## src/rtl/wb_stage_buf.sv

```systemverilog
// Buffered write-back stage: source mux, two-entry elastic buffer (OUT + SKID)
// toward the register-file write port, zero-register suppression, retire counter.
module wb_stage_buf #(
  parameter int DATA_W      = 19,
  parameter int REG_ADDR_W  = 3,
  parameter int COUNT_W     = 16,
  parameter int ZERO_REG_EN = 1
) (
  input  logic                  clk,
  input  logic                  reset,
  input  logic                  valid_in,
  output logic                  ready_out,
  input  logic [1:0]            wb_sel_in,
  input  logic [DATA_W-1:0]     mem_data_in,
  input  logic [DATA_W-1:0]     alu_data_in,
  input  logic [DATA_W-1:0]     pc_link_in,
  input  logic [DATA_W-1:0]     imm_in,
  input  logic [REG_ADDR_W-1:0] rd_in,
  input  logic                  wr_req_in,
  input  logic                  flush,
  input  logic                  rf_ready,
  output logic [DATA_W-1:0]     register_write_data,
  output logic [REG_ADDR_W-1:0] rd_out,
  output logic                  reg_write_en,
  output logic [COUNT_W-1:0]    retired_count
);

  typedef enum logic [1:0] {
    ST_EMPTY = 2'd0,
    ST_ONE   = 2'd1,
    ST_FULL  = 2'd2
  } state_t;

  state_t                r_state, w_state_next;
  logic [DATA_W-1:0]     r_out_data, w_out_data_next;
  logic [REG_ADDR_W-1:0] r_out_rd, w_out_rd_next;
  logic                  r_out_wr, w_out_wr_next;
  logic [DATA_W-1:0]     r_skid_data, w_skid_data_next;
  logic [REG_ADDR_W-1:0] r_skid_rd, w_skid_rd_next;
  logic                  r_skid_wr, w_skid_wr_next;
  logic [COUNT_W-1:0]    r_count;

  logic [DATA_W-1:0]     w_in_data;
  logic                  w_in_wr;
  logic                  w_out_v;
  logic                  w_accept;
  logic                  w_consume;

  always_comb begin
    w_in_data = mem_data_in;
    case (wb_sel_in)
      2'd0:    w_in_data = mem_data_in;
      2'd1:    w_in_data = alu_data_in;
      2'd2:    w_in_data = pc_link_in;
      default: w_in_data = imm_in;
    endcase
  end

  assign w_in_wr   = wr_req_in && !((ZERO_REG_EN != 0) && (rd_in == '0));
  assign w_out_v   = (r_state != ST_EMPTY);
  assign ready_out = (r_state != ST_FULL);
  assign w_accept  = valid_in && ready_out;
  // Non-writing entries drain even while the register-file port is busy.
  assign w_consume = w_out_v && (rf_ready || !r_out_wr);

  always_comb begin
    w_state_next     = r_state;
    w_out_data_next  = r_out_data;
    w_out_rd_next    = r_out_rd;
    w_out_wr_next    = r_out_wr;
    w_skid_data_next = r_skid_data;
    w_skid_rd_next   = r_skid_rd;
    w_skid_wr_next   = r_skid_wr;
    if (flush) begin
      w_state_next = ST_EMPTY;
    end else begin
      case (r_state)
        ST_EMPTY: begin
          if (w_accept) begin
            w_state_next    = ST_ONE;
            w_out_data_next = w_in_data;
            w_out_rd_next   = rd_in;
            w_out_wr_next   = w_in_wr;
          end
        end
        ST_ONE: begin
          if (w_consume && w_accept) begin
            w_out_data_next = w_in_data;
            w_out_rd_next   = rd_in;
            w_out_wr_next   = w_in_wr;
          end else if (w_consume) begin
            w_state_next = ST_EMPTY;
          end else if (w_accept) begin
            w_state_next     = ST_FULL;
            w_skid_data_next = w_in_data;
            w_skid_rd_next   = rd_in;
            w_skid_wr_next   = w_in_wr;
          end
        end
        ST_FULL: begin
          if (w_consume) begin
            w_state_next    = ST_ONE;
            w_out_data_next = r_skid_data;
            w_out_rd_next   = r_skid_rd;
            w_out_wr_next   = r_skid_wr;
          end
        end
        default: w_state_next = ST_EMPTY;
      endcase
    end
  end

  always_ff @(posedge clk or negedge reset) begin
    if (!reset) begin
      r_state     <= ST_EMPTY;
      r_out_data  <= '0;
      r_out_rd    <= '0;
      r_out_wr    <= 1'b0;
      r_skid_data <= '0;
      r_skid_rd   <= '0;
      r_skid_wr   <= 1'b0;
      r_count     <= '0;
    end else begin
      r_state     <= w_state_next;
      r_out_data  <= w_out_data_next;
      r_out_rd    <= w_out_rd_next;
      r_out_wr    <= w_out_wr_next;
      r_skid_data <= w_skid_data_next;
      r_skid_rd   <= w_skid_rd_next;
      r_skid_wr   <= w_skid_wr_next;
      // A consume in a flush cycle still reaches the register file but is not counted.
      if (w_consume && !flush) begin
        r_count <= r_count + COUNT_W'(1);
      end
    end
  end

  assign register_write_data = r_out_data;
  assign rd_out              = r_out_rd;
  assign reg_write_en        = w_out_v && r_out_wr;
  assign retired_count       = r_count;

endmodule

```

## config.mk

```make
export PLATFORM = sky130hd
export DESIGN_NAME = wb_stage_buf
export DESIGN_NICKNAME = d
export VERILOG_FILES = /design/src/rtl/wb_stage_buf.sv
export SDC_FILE = /design/constraint.sdc
export NUM_CORES = 1
export LEC_CHECK = 0
export ABC_AREA = 0
export BUFFER_PORTS_ARGS = -buffer_cell sky130_fd_sc_hd__clkbuf_2
export CAP_MARGIN = 15
export CORE_UTILIZATION = 35
export CTS_CLUSTER_DIAMETER = 200
export DETAILED_ROUTE_END_ITERATION = 10
export PLACE_DENSITY = 0.66
export SLEW_MARGIN = 20
export SYNTH_ARGS = -nofsm -noshare
export SYNTH_HDL_FRONTEND = slang
export SYNTH_SLANG_ARGS = --single-unit
```

## constraint.sdc

```tcl
create_clock -name clk -period 2.2 [get_ports clk]
set_clock_uncertainty 0.05 [all_clocks]
set_input_delay 0.22 -clock clk [delete_from_list [all_inputs] [get_ports clk]]
set_output_delay 0.22 -clock clk [all_outputs]
set_load 0.01 [all_outputs]
```

## Yosys cells after proc, flatten, opt, wreduce, memory -nomap -nowiden

Cells that the tools add are included.

- Multiply operators: 0
- Muxes and demuxes: 20
- Reductions and logical operators: 18
- Bitwise operators: 3
- Magnitude comparators: 0
- Shift operators: 0
- $add $sub $neg: 1
- Equal/unequal tests: 12
- Divide/modulo/power cells: 0

Operators by type and width:

| operator | number |
|---|---|
| one-hot mux 19 bit (3 select lines) | 2 |
| two-way mux 19 bit | 3 |
| adder 16 x 1 -> 16 bit, second input constant | 1 |
| two-way mux 2 bit | 6 |
| AND reduction 5 bit | 2 |
| two-way mux 3 bit | 3 |
| != test 3 bit, second input constant | 3 |
| one-hot mux 3 bit (3 select lines) | 1 |
| != test 2 bit, second input constant | 4 |
| logical AND 1 bit | 6 |
| one-hot mux 2 bit (3 select lines) | 1 |
| == test 2 x 1 -> 1 bit, second input constant | 2 |
| == test 2 bit, second input constant | 2 |
| zero test 2 bit | 2 |
| != test 4 bit, second input constant | 1 |
| AND reduction 4 bit | 1 |
| zero test 1 bit | 3 |
| zero test 3 bit | 1 |
| two-way mux 1 bit | 3 |
| NOT 1 bit | 3 |
| one-hot mux 1 bit (3 select lines) | 1 |
| nonzero test 3 bit | 1 |
| nonzero test 2 bit | 1 |
| logical OR 1 bit | 1 |

- Bits in read-only memories: 0
- Bits in writable memories: 0
- Bits in latches: 0
- Logic and storage cells: 62
- Memories kept: 0
- Flip-flop bits (word level): 64

## Logic depth before layout (Yosys ltp)

- Depth in word-level cells: 7
- Gate-level depth with buffers: 8
- Mapped depth without buffers: 5

## Worst setup path before layout

Ideal clock, no wire load.

- Kind: register to register
- Start point: register r_count[0] (netlist: retired_count[0])
- End point: register r_count[12] (netlist: retired_count[12])
- Buffers on the path: 0
- Stages on the path, launching flop included: 6
- Arrival: 1,535 ps
- Setup time: 80 ps
- Slack: 535 ps
- Period minus slack after synthesis: 1,665 ps
- Path through: dfrtp_1 > ha_1 > nand2_1 > or4_4 > nor4_2 > xnor2_1

- Longest elaborated chain between the ends: 1

RTL lines:

| element | RTL line | source |
|---|---|---|
| start, declared | 41 | `logic [COUNT_W-1:0] r_count;` |
| start signal, assigned | 133 | `r_count <= r_count + COUNT_W'(1);` |
| adder 16 x 1 -> 16 bit | 133 |  |

No other way between the ends.
A chain may end at the register's enable or synchronous reset.

## Worst setup path after layout

- Start point: register r_state[1]
- End point: output ready_out

- Longest elaborated chain between the ends: 1

RTL lines:

| element | RTL line | source |
|---|---|---|
| start, declared | 34 | `state_t r_state, w_state_next;` |
| start signal, assigned | 124 | `r_state <= w_state_next;` |
| != test 2 bit | 61 | `assign ready_out = (r_state != ST_FULL);` |
| end, declared | 12 | `output logic ready_out,` |

No other way between the ends.

==> impl_metrics.yaml <==
synth:
  synth_edf_count: 0
  synth.cell_area_um2: 3550
  synth-compound-area-share: 0.1149
  synth_top_family_by_area: "multiplexers"
  synthMuxAreaShare: 0.1925
  synthAdderAreaFrac: 0.003525
  ys_warn_count: 0
  synthXorXnorAreaFrac: 0.03701
  syn-num-nets: 454
  ys_types: 34
  netlist_instances: 366
  synth-seq-area-share: 0.4512
  ys_async_sr_fraction: 1.000
  synthSimpleGateAreaFrac: 0.1459
  ys_seq_elements: 64
  syn_area_per_cell_um2: 9.699
  synth_ff_type: "dfrtp_1"
timing:
  fmax_mhz: 559.6
  timing.final.ws_setup_ns: 0.4131
  worstMarginPinSlew_ns: 0.7166
  setup_tns_ns: 0
  rsz0062_at_grt: "no"
  finalHoldViolCount: 0
  period_share: 0.8122
  slew_headroom: 0.5223
  setup_violations: 0
  maxSlewViolCount: 0
  final.min_clock_period_ns: 1.787
cells_and_area:
  most-common-layout-cells: "clkbuf_2 (125), dfrtp_1 (64), nand2_1 (55)"
  drive_gt1_frac: 0.3737
  mostFrequentLayoutCell: "clkbuf_2"
  nNetsFinal: 580
  final_area_um2: 4546
  area_growth_syn_to_layout_pct: 28.06
  fill_cells: 1006
  diodes: 0
global_routing:
  grt_max_degree: 58
  grt_pass1_wl_um: 14250
  antenna_found_initial: 0
  track_usage: 0.1762
  grt-ovfl-total: 0
  grt_pass1_vias: 3105
power_and_ir_drop:
  power.leakage_nw: 2.260
  ir_drop_mv: 0.3119
  p_per_area_nw_per_um2: 781.4
floorplanning:
  die_w_um: 102.7
  placement_rows: 36
  die_h_um: 102.7
  die-area_um2: 10550
  io_pins: 127
  core_um2: 9819
  initial_core_util: 0.3615
detailed_routing:
  vias: 3114
  drt_iter0_drc: 76
  viasPerCell: 4.959
  wl_per_cell_um: 13.77
  totalWireLength_um: 8647
  firstDrtPassIters: 5
  ant_nets: 0
  drc_errors: 0
clock_network:
  htreeDepth: 3
  post_cts_resized: 0
  clk_latency_ns: 0.33
  cts_root_buf: "clkbuf_8"
  cts_tree: "done"
  post_cts_buffers: 0
  numClockSinks: 64
  clock_tree.buffer_depth: 2
  clkTransAtPathRegs_ns: 0.07
  cts_inserted_buffers: 9
run:
  drv_cap: 0
place:
  globalplace.congestion: 0.7849
  hpwl_um: 6422
  portBuffers: 126
  placed_area_um2: 4355
  dp_slack_ns: 0.4183
min_path:
  hold_class: "in2reg"
outcome:
  status: "finished, final reports clean"
critical_path:
  cp-start-kind: "flop"
  critPathMaxFanout: 27
  worstPathRequired_ns: 1.93
  critical_path_arrival_ns: 1.52
  path_class: "reg2out"
  end_kind: "primary output"
==> final timing paths <==
kind / from / to / slack, ns / cells after the start
max in group asynchronous: reset / r_skid_data[8] / 0.95 / 3
setup / recovery: r_state[1] / ready_out / 0.41 / 4
hold reg to reg: r_skid_wr / r_skid_wr / 0.43 / 2
hold / removal: rd_in[2] / r_skid_rd[2] / 0.11 / 2
setup reg to reg: r_state[1] / register_write_data[1] / 0.43 / 5
min in group asynchronous: reset / retired_count[5] / 0.43 / 2
==> stage by stage <==
stage / std cells / hold WS (ns) / util / power (mW)
after CTS: 628 / 0.09232 / 0.4629 / 3.599
after floorplan: 366 / -0.1256 / - / 2.232
final: 628 / 0.1072 / 0.4629 / 3.552
after global placement: 613 / 0.2730 / 0.4436 / 2.617
after global routing: 628 / 0.09272 / 0.4629 / 3.806
after detailed placement: 613 / 0.2721 / 0.4436 / 2.658
==> per-layer routing <==
layer / global-route usage / share of wire / up-vias
li1: - / - / 1535
met1: 0.2223 / 0.46 / 1448
met2: 0.2933 / 0.47 / 124
met3: 0.05017 / 0.062 / 7
met4: 0.05165 / 0.0095 / 0
met5: 0 / 0 / -
==> registers in the layout, indices dropped and copies added (netlist names) <==
name and cells:
rd_out 3, register_write_data 19, retired_count 16, r_out_wr 1, r_skid_wr 1, r_skid_data 19
r_skid_rd 3, r_state 2
==> what timing repair did <==
item | CTS | global route
setup endpoints to repair | 0 | 0
hold endpoints to repair | 30 | 0
hold buffers | 1 | 0
==> synthesized netlist by cell type (5+ instances only) <==
| master | n | share of area |
|---|---|---|
| xnor2_1 | 10 | 0.025 |
| o221ai_1 | 19 | 0.047 |
| mux2_2 | 26 | 0.082 |
| dfrtp_1 | 64 | 0.45 |
| xor2_1 | 5 | 0.012 |
| nand2_1 | 55 | 0.058 |
| mux2i_1 | 39 | 0.11 |
| inv_1 | 22 | 0.023 |
| o21ai_0 | 39 | 0.055 |
| nand3_1 | 27 | 0.038 |
| buf_2 | 6 | 0.0085 |
| nor2_1 | 6 | 0.0063 |
| clkbuf_1 | 14 | 0.015 |
==> critical path, stage by stage, from the launching register on <==
cell      delay (ns)
dfrtp_1         0.43
nor2b_1         0.18
inv_2           0.08
buf_4           0.29
clkbuf_2        0.20
==> cell type report <==
| cell class | count | area [um2] | share of cell area |
|---|---|---|---|
| Clock buffer | 12 | 165.2 | 0.03633 |
| Clock inverter | 2 | 15.01 | 0.003303 |
| Inverter | 23 | 86.33 | 0.01899 |
| Multi-Input combinational cell | 254 | 1760 | 0.3873 |
| Sequential cell | 64 | 1602 | 0.3523 |
| Tap cell | 133 | 166.4 | 0.03661 |
| Timing Repair Buffer | 140 | 750.7 | 0.1652 |
==> logic make-up (layout without fill, tap and decap cells) <==
| family | Yosys count | after routing |
|---|---|---|
| xor gates and xnor gates | 15 | 15 |
| AOI/OAI and AO/OA | 65 | 65 |
| and+or+nand+nor | 108 | 108 |
| adders and majority gates | 1 | 1 |
| buffers and inverters | 48 | 177 |
| DFF | 64 | 64 |
| muxes | 65 | 65 |
==> report_power, final <==
part           leakage [nW]  switching (mW)  internal [mW]
Clock                0.0866           0.436          0.489
Sequential            0.787           0.223           1.49
Combinational          1.39           0.479          0.436
Note: power is estimated with default switching activity, not from simulation.
